--- src/rtl/rv32_pkg.sv ---
// rtl/rv32_pkg.sv - shared RV32 front-end constants and fetch FSM state type
package rv32_pkg;

    localparam int          XLEN      = 32;
    localparam logic [31:0] RESET_PC  = 32'h0000_0000;
    localparam logic [31:0] NOP_INSTR = 32'h0000_0013;

    typedef enum logic [1:0] {
        FETCH = 2'd0,
        WAIT  = 2'd1,
        DROP  = 2'd2,
        HOLD  = 2'd3
    } fetch_state_t;

endpackage

--- src/rtl/if_id_reg.sv ---
// rtl/if_id_reg.sv - IF/ID pipeline register with flush > stall > load > bubble priority
module if_id_reg #(
    parameter int          XLEN      = rv32_pkg::XLEN,
    parameter logic [31:0] NOP_INSTR = rv32_pkg::NOP_INSTR
) (
    input  logic            clk,
    input  logic            rst,
    input  logic            flush,
    input  logic            stall,
    input  logic            load,
    input  logic [31:0]     load_ir,
    input  logic [XLEN-1:0] load_pc,
    output logic [31:0]     ir,
    output logic [XLEN-1:0] pc,
    output logic [XLEN-1:0] pc1,
    output logic            valid
);

    logic [31:0]     ir_q, ir_d;
    logic [XLEN-1:0] pc_q, pc_d;
    logic [XLEN-1:0] pc1_q, pc1_d;
    logic            valid_q, valid_d;

    // Next contents: flush kills, stall holds, load captures, otherwise insert a bubble
    always_comb begin
        ir_d    = ir_q;
        pc_d    = pc_q;
        pc1_d   = pc1_q;
        valid_d = valid_q;
        if (flush) begin
            valid_d = 1'b0;
            ir_d    = NOP_INSTR;
        end else if (!stall) begin
            if (load) begin
                ir_d    = load_ir;
                pc_d    = load_pc;
                pc1_d   = load_pc + XLEN'(32'd4);
                valid_d = 1'b1;
            end else begin
                valid_d = 1'b0;
                ir_d    = NOP_INSTR;
            end
        end
    end

    // Register update with synchronous reset to an invalid NOP
    always_ff @(posedge clk) begin
        if (rst) begin
            ir_q    <= NOP_INSTR;
            pc_q    <= '0;
            pc1_q   <= '0;
            valid_q <= 1'b0;
        end else begin
            ir_q    <= ir_d;
            pc_q    <= pc_d;
            pc1_q   <= pc1_d;
            valid_q <= valid_d;
        end
    end

    assign ir    = ir_q;
    assign pc    = pc_q;
    assign pc1   = pc1_q;
    assign valid = valid_q;

endmodule

--- src/rtl/fetch_stage.sv ---
// rtl/fetch_stage.sv - RV32I fetch: pc, single-outstanding imem handshake, redirect drop, hold buffer
module fetch_stage import rv32_pkg::*; #(
    parameter int              XLEN      = rv32_pkg::XLEN,
    parameter logic [XLEN-1:0] RESET_PC  = XLEN'(rv32_pkg::RESET_PC),
    parameter logic [31:0]     NOP_INSTR = rv32_pkg::NOP_INSTR
) (
    input  logic            clk,
    input  logic            rst,
    input  logic            PCSrcE,
    input  logic [XLEN-1:0] PCTargetE,
    input  logic            id_stall,
    output logic            imem_req_valid,
    input  logic            imem_req_ready,
    output logic [XLEN-1:0] imem_req_addr,
    input  logic            imem_rsp_valid,
    input  logic [31:0]     imem_rsp_data,
    output logic [31:0]     IF_ID_IR,
    output logic [XLEN-1:0] IF_ID_PC,
    output logic [XLEN-1:0] IF_ID_PC1,
    output logic            IF_ID_valid
);

    fetch_state_t    state_q, state_d;
    logic [XLEN-1:0] pc_q, pc_d;
    logic [XLEN-1:0] inflight_pc_q, inflight_pc_d;
    logic [XLEN-1:0] hold_pc_q, hold_pc_d;
    logic [31:0]     hold_ir_q, hold_ir_d;

    logic            req_accept;
    logic            rsp_take;
    logic            hold_release;
    logic            if_load;
    logic [31:0]     if_load_ir;
    logic [XLEN-1:0] if_load_pc;
    logic [XLEN-1:0] target_aligned;

    // A new request may chain off a response only when decode can take that response now
    assign imem_req_valid = ~rst & ~PCSrcE &
                            ((state_q == FETCH) |
                             ((state_q == WAIT) & imem_rsp_valid & ~id_stall));
    assign imem_req_addr  = pc_q;
    assign req_accept     = imem_req_valid & imem_req_ready;

    // Response for the live request, not cancelled by a redirect in the same cycle
    assign rsp_take       = (state_q == WAIT) & imem_rsp_valid & ~PCSrcE;
    assign hold_release   = (state_q == HOLD) & ~id_stall & ~PCSrcE;
    assign target_aligned = PCTargetE & ~XLEN'(32'd3);

    // IF/ID load source: buffered word when leaving HOLD, else the arriving response
    always_comb begin
        if_load    = (rsp_take & ~id_stall) | hold_release;
        if_load_ir = imem_rsp_data;
        if_load_pc = inflight_pc_q;
        if (state_q == HOLD) begin
            if_load_ir = hold_ir_q;
            if_load_pc = hold_pc_q;
        end
    end

    // PC, outstanding-request address and hold buffer next values
    always_comb begin
        pc_d          = pc_q;
        inflight_pc_d = inflight_pc_q;
        hold_pc_d     = hold_pc_q;
        hold_ir_d     = hold_ir_q;
        if (PCSrcE) begin
            pc_d = target_aligned;
        end else if (req_accept) begin
            pc_d = pc_q + XLEN'(32'd4);
        end
        if (req_accept) begin
            inflight_pc_d = pc_q;
        end
        if (rsp_take & id_stall) begin
            hold_ir_d = imem_rsp_data;
            hold_pc_d = inflight_pc_q;
        end
    end

    // FSM next state; a redirect only leaves DROP pending if a response is still owed
    always_comb begin
        state_d = state_q;
        if (PCSrcE) begin
            if (((state_q == WAIT) || (state_q == DROP)) && !imem_rsp_valid) begin
                state_d = DROP;
            end else begin
                state_d = FETCH;
            end
        end else begin
            case (state_q)
                FETCH: if (req_accept) state_d = WAIT;
                WAIT: begin
                    if (imem_rsp_valid) begin
                        if (id_stall)        state_d = HOLD;
                        else if (req_accept) state_d = WAIT;
                        else                 state_d = FETCH;
                    end
                end
                HOLD:    if (!id_stall) state_d = FETCH;
                DROP:    if (imem_rsp_valid) state_d = FETCH;
                default: state_d = FETCH;
            endcase
        end
    end

    // State and front-end registers
    always_ff @(posedge clk) begin
        if (rst) begin
            state_q       <= FETCH;
            pc_q          <= RESET_PC;
            inflight_pc_q <= RESET_PC;
            hold_pc_q     <= '0;
            hold_ir_q     <= NOP_INSTR;
        end else begin
            state_q       <= state_d;
            pc_q          <= pc_d;
            inflight_pc_q <= inflight_pc_d;
            hold_pc_q     <= hold_pc_d;
            hold_ir_q     <= hold_ir_d;
        end
    end

    if_id_reg #(
        .XLEN      (XLEN),
        .NOP_INSTR (NOP_INSTR)
    ) u_if_id_reg (
        .clk     (clk),
        .rst     (rst),
        .flush   (PCSrcE),
        .stall   (id_stall),
        .load    (if_load),
        .load_ir (if_load_ir),
        .load_pc (if_load_pc),
        .ir      (IF_ID_IR),
        .pc      (IF_ID_PC),
        .pc1     (IF_ID_PC1),
        .valid   (IF_ID_valid)
    );

endmodule

--- config.mk ---
export PLATFORM = sky130hd
export DESIGN_NAME = fetch_stage
export DESIGN_NICKNAME = d
export VERILOG_FILES = /design/src/rtl/rv32_pkg.sv /design/src/rtl/if_id_reg.sv /design/src/rtl/fetch_stage.sv
export SDC_FILE = /design/constraint.sdc
export NUM_CORES = 1
export LEC_CHECK = 0
export CORE_ASPECT_RATIO = 1.25
export CORE_MARGIN = 2
export CORE_UTILIZATION = 52
export DETAILED_ROUTE_END_ITERATION = 12
export GPL_ROUTABILITY_DRIVEN = 0
export PLACE_DENSITY = 0.92
export RECOVER_POWER = 25
export SLEW_MARGIN = 20
export SYNTH_ARGS = -nofsm -noshare
export SYNTH_HDL_FRONTEND = slang
export SYNTH_SLANG_ARGS = --single-unit
--- constraint.sdc ---
create_clock -name clk -period 3.75 [get_ports clk]
set_clock_uncertainty 0.1 [all_clocks]
set_input_delay 0.75 -clock clk [delete_from_list [all_inputs] [get_ports clk]]
set_output_delay 0.75 -clock clk [all_outputs]
set_load 0.02 [all_outputs]
==> out/results.ini, run 1 <==
[status]
status = complete, but fails checks
violations = capacitance limit, slew limit

[drt]
wl_met3_mm = 2.203
routedWlPerCell_um = 17.20
num_vias = 9801
met2_length_mm = 13.74
drtIter0Drc = 819
routed_via_density = 5.976
wirelength_met1_mm = 11.36
drc_errors = 0
top_layer = met4
ant_nets = 0
wl_mm = 28.20
dr.pass1.iters = 8

[clocking]
clock_path_buffers = 3
cts_root_buf = clkbuf_16
worstSkewPairLatency_ns = 0.51
cts_tree = done
clk_pin_slew_worst_paths_ns = 0.06
post_cts_resized = 0
post_cts.repair.setup_buffers = 0
cts_buffers = 22
cts_max_level = 1
cts.sinks = 217
cts_hold_buf = 0

[placement]
dp_hpwl_mm = 19.11
port_buffers = 191

[power_and_ir_drop]
max-vdd-ir-drop_mv = 0.3345
power_w = 0.005111
powerDensity_nw_per_um2 = 403.5
p_leak_nw = 4.355

[global_route]
grt_max_degree = 78
first_global_vias = 9165
grt_use_total = 0.2703
antenna_found_initial = 0
grt_pass1_wl_mm = 45.32
overflow = 0

[cells_and_area]
mostFrequentLayoutCells = nand2_1, dfxtp_1, a21oi_1, nor2_1, clkdlybuf4s50_1
fin_nets = 1469
final_common_cell = nand2_1
seq_area_um2 = 4344
area_delta_synth_final_pct = 28.15
nFillCells = 1440
layout-drive-gt1-share = 0.06463
antenna_cells = 0
multi_input_area_um2 = 5144

[timing]
tns_ns = 0
layout_worst_path_cycle_share = 0.8703
fmax_mhz = 306.4
rsz0062_at_grt = no
hold_violations = 0
setup_viol = 0
final-max-slew-violation-count = 32
tightest_slew_ns = 1.636
slew_headroom = -0.09046
fin_crit_ns = 3.264

[synthesis]
synth_area_um2 = 9884
yosysWarnings = 0
synthFlopType = dfxtp_1
synthDistinctLibCells = 64
postSynthCellCount = 1237
synth_area_leaders = dfxtp_1, nand2_1, a21oi_1, mux2i_1, nor2_1
seq_area_frac_synth = 0.4395
avgSynthCellArea_um2 = 7.991
synth_top_area_frac = 0.4395
synth.largest_area_cell = dfxtp_1
synth-seq-cells = 217
synthArstFlopShare = 0
synth_edf_count = 0

[floorplanning]
coreArea_um2 = 18710
die_x_um = 127.3
fp.dieH_um = 158.1
start_util = 0.5284
fp.dieArea_um2 = 20130
io_pins = 200
rows = 56

[critical_path]
cp.required_ns = 2.90
slowest_stage = clkdlybuf4s50_1
criticalPathCategory = in2out
arrival_ns = 2.41
cp-start-kind = primary input
cp-end-kind = output port
cp_max_fo = 5
crit_chain = clkdlybuf4s50_1, and3b_1, nor2_1, nor2_1, clkdlybuf4s50_1
max_stage_delay_ns = 0.64

[job]
drv_cap = 1

[worst_hold_path]
hp-class = reg2reg

-- path summary, 6_finish.rpt --
kind                                    start                                to  cells past startpoint  slack, ns
max                            imem_rsp_valid                    imem_req_valid                      5       0.49
min          u_if_id_reg.pc1[11]$_SDFFE_PP0P_  u_if_id_reg.pc1[11]$_SDFFE_PP0P_                      2       0.35
min reg2reg  u_if_id_reg.pc1[11]$_SDFFE_PP0P_  u_if_id_reg.pc1[11]$_SDFFE_PP0P_                      2       0.35
max reg2reg           state_q[0]$_SDFFE_PP0P_  u_if_id_reg.pc1[29]$_SDFFE_PP0P_                      7       0.53
-- cells in the mapped netlist (4+ instances only) --
cell type and number:
o22ai_1 5, nand4b_1 9, nand2_1 258, a31oi_1 14, nand4_1 27, clkbuf_1 58, o21ai_0 24, a21oi_1 158
xnor2_1 9, and3_1 8, ha_1 6, dfxtp_1 217, or3_1 11, a22oi_1 4, buf_1 11, o211ai_1 10
or4_1 5, a32oi_1 4, mux2i_1 59, buf_4 8, nand2b_1 6, nor3_1 20, mux2_2 12, o311ai_0 5
nand3b_1 13, buf_2 13, nor4_1 11, a211oi_1 27, inv_1 11, nand3_1 41, nor2_1 123
-- registers in the layout (all words and copies together) (netlist names) --
name,count
state_q,2
inflight_pc_q,30
u_if_id_reg.pc1,30
u_if_id_reg.valid,1
hold_pc_q,30
u_if_id_reg.ir,32
u_if_id_reg.pc,30
hold_ir_q,32
imem_req_addr,30
-- report_power, final --
group          total (W)  switching (W)  internal [W]
logic           0.000469       0.000267      0.000203
registers        0.00240      0.0000543       0.00235
clock network    0.00224       0.000900       0.00134
-- critical path, delay by kind of cell --
family	cells	cell delay [ns]
simple gates	3	0.47
buf+inv	2	1.19
-- logic make-up (layout without fill, tap and decap cells) --
logic type               Yosys count  in the layout  synth area share
XOR/XNOR                          12             12           0.01063
buffers and inverters            103            269           0.04456
multiplexers                      71             71           0.07342
other                              1              6         0.0003794
AO/OA/AOI/OAI                    286            286            0.1781
AND/OR/NAND/NOR                  541            541            0.2458
adder cells (fa/ha/maj)            6              6          0.007595
flip-flops                       217            217            0.4395
-- routing by layer --
| metal | vias to the layer above | global-route usage |
|---|---|---|
| met4 | 0 | 0.1057 |
| met5 | - | 0 |
| met3 | 78 | 0.04664 |
| li1 | 4681 | - |
| met1 | 4562 | 0.3369 |
| met2 | 480 | 0.4660 |
-- through the flow --
step	setup slack, ns	hold WS, ns	cell area [µm²]	util	std cells
finish	0.4865	0.3478	12670	0.6771	1640
detailed placement	0.5259	0.3447	11950	0.6386	1601
global route	0.2451	0.3646	12670	0.6771	1640
floorplan	0.2988	0.3349	9903	-	1242
CTS	0.5056	0.3530	12690	0.6781	1640
global placement	0.5258	0.3406	11950	0.6386	1601
-- final cells by class --
class | count | share of cell area
Clock buffer | 32 | 0.05126
Inverter | 12 | 0.003556
Clock inverter | 7 | 0.007013
Multi-Input combinational cell | 922 | 0.4061
Timing Repair Buffer | 218 | 0.1662
Sequential cell | 217 | 0.3429
Tap cell | 232 | 0.02292
(Power assumes the default switching activity.)
==> run 2, diff against run 1 <==
CORE_UTILIZATION = 40   (was 52)
GPL_TIMING_DRIVEN = 1   (was not set)
PLACE_DENSITY = 0.76   (was 0.92)
==> run 2 against run 1 <==
  * The flow now finishes without violations
  * Maximum frequency decreased by 1.3%
  * Worst setup slack worse by 0.044 ns
  * Register-to-register slack improved by 0.14 ns
  * Via count decreased by 3.3%
  * Critical path type unchanged
  * Critical endpoint unchanged
==> out/results.ini, run 2 (synthesized netlist as in run 1, its figures left out) <==
[status]
status = finished, final reports clean

[critical_path]
cp-start-kind = primary input
cp-end-kind = output port
criticalPathCategory = in2out
cp_max_fo = 5  ; unchanged
arrival_ns = 2.46  ; +0.05 ns
cp.required_ns = 2.90  ; about the same
r2r_cells = 8  ; +1

[clocking]
cts_tree = done
cts_buffers = 23  ; +4.5%
cts.sinks = 217  ; unchanged
cts_hold_buf = 0  ; unchanged
clk_pin_slew_worst_paths_ns = 0.06  ; about the same
clock_path_buffers = 3  ; unchanged
post_cts_resized = 0  ; unchanged
cts_max_level = 1  ; unchanged
post_cts.repair.setup_buffers = 0  ; unchanged
cts_root_buf = clkbuf_16
worstSkewPairLatency_ns = 0.50  ; about the same

[floorplanning]
die_x_um = 144.6  ; +14%
io_pins = 200  ; unchanged
start_util = 0.4047  ; -0.1236
fp.dieArea_um2 = 25990  ; +29%
fp.dieH_um = 179.8  ; +14%
rows = 64  ; +14%
coreArea_um2 = 24420  ; +31%

[cells_and_area]
design_area_um2 = 12810  ; +1.1%
fin_nets = 1470  ; +0.068%
mostFrequentLayoutCells = nand2_1, dfxtp_1, a21oi_1, nor2_1, clkdlybuf4s50_1
layout-drive-gt1-share = 0.06458  ; about the same
final_common_cell = nand2_1
fin_cells = 1741  ; +6.2%
utilization = 0.5246  ; -0.1525
area_delta_synth_final_pct = 29.62

[global_route]
met3_usage = 0.03063  ; -0.01600
grt_busiest_layer = met2
overflow = 0  ; unchanged
grt_max_degree = 90  ; +15%
grt_pass1_wl_mm = 45.86  ; +1.2%
grt_use_met2 = 0.3572  ; -0.1088
first_global_vias = 8801  ; -4.0%
grt_use_met1 = 0.2818  ; -0.05510
grt_use_total = 0.2146  ; -0.05574
antenna_found_initial = 2  ; +2

[timing]
slew_headroom = 0.3426  ; +0.4330
tns_ns = 0  ; unchanged
hold_violations = 0  ; unchanged
layout_worst_path_cycle_share = 0.8821  ; +0.01178
tightest_slew_ns = 0.9862  ; -0.6495 ns
setup_viol = 0  ; unchanged
fmax_mhz = 302.3  ; -1.3%
rsz0062_at_grt = no
fin_crit_ns = 3.308  ; +0.04416 ns
final-max-slew-violation-count = 0  ; -100%

[worst_hold_path]
hp-class = reg2reg
min_path_cells = 2  ; unchanged

[drt]
drc_errors = 0  ; unchanged
drtIter0Drc = 716  ; -13%
num_vias = 9482  ; -3.3%
routed_via_density = 5.446  ; -8.9%
wl_mm = 28.71  ; +1.8%
ant_nets = 0  ; unchanged
dr.pass1.iters = 5  ; -3
routedWlPerCell_um = 16.49  ; -4.1%

[placement]
dp_hpwl_mm = 19.79  ; +3.5%
placed_area_um2 = 12080  ; +1.1%
port_buffers = 191  ; unchanged
dp.cells = 1699  ; +6.1%

[power_and_ir_drop]
p_leak_nw = 4.406  ; +1.2%
powerDensity_nw_per_um2 = 398.7  ; -1.2%
max-vdd-ir-drop_mv = 0.3074  ; -8.1%

[job]
drv_cap = 0  ; -1

run 2: changes by cell type in the layout (fill, tap and decap cells not counted), moves of 2 or more:
cell	previous run	this run
buf_12	0	2
diode_2	0	2
clkbuf_8	4	7
clkdlybuf4s50_1	120	109
dlygate4sd3_1	70	81
run 2: cell type report:
class / instances / area [µm²]
Clock buffer: 36 / 694.4
Inverter: 12 / 45.04
Tap cell: 330 / 412.9
Fill cell: 2275 / 11610
Antenna cell: 2 / 5.005
Clock inverter: 4 / 45.04
Sequential cell: 217 / 4344
Multi-Input combinational cell: 922 / 5131
Timing Repair Buffer: 218 / 2135
run 2: metal layers:
metal / wire length [µm] / vias up
met5: 0 / -
met4: 926 / 0
met3: 1622 / 60
met2: 13560 / 299
met1: 12610 / 4442
li1: - / 4681
run 2: path summary, 6_finish.rpt:
check	startpoint	end	slack [ns]
min	u_if_id_reg.pc1[10]$_SDFFE_PP0P_	u_if_id_reg.pc1[10]$_SDFFE_PP0P_	0.35
max reg2reg	state_q[0]$_SDFFE_PP0P_	u_if_id_reg.pc1[30]$_SDFFE_PP0P_	0.67
max	imem_rsp_valid	imem_req_valid	0.44
min reg2reg	u_if_id_reg.pc1[10]$_SDFFE_PP0P_	u_if_id_reg.pc1[10]$_SDFFE_PP0P_	0.35
run 2: metrics by stage:
stage,hold slack (ns),setup WS (ns),power (W)
CTS,0.3529,0.4316,0.005163
floorplan,0.3349,0.2988,0.002705
global route,0.3725,0.3656,0.005283
finish,0.3454,0.4423,0.005108
detailed placement,0.3461,0.4486,0.002924
global placement,0.3413,0.4769,0.002915
run 2: power by group:
part | leakage, nW | switching [W] | internal, W
logic | 2.28 | 0.000266 | 0.000203
registers | 1.76 | 0.0000528 | 0.00235
clock network | 0.367 | 0.000906 | 0.00133
total | 4.41 | 0.00122 | 0.00388
run 2: worst max-delay path: stages:
cell and delay, ns:
clkdlybuf4s50_1 0.55, and3b_1 0.26, nor2_1 0.10, nor2_1 0.17, clkdlybuf4s50_1 0.64
==> run 3, diff against run 2 <==
HOLD_SLACK_MARGIN = 0.12   (was not set)
==> results of run 3 <==
The final DEF is identical to that of run 2; final timing and power are the same.
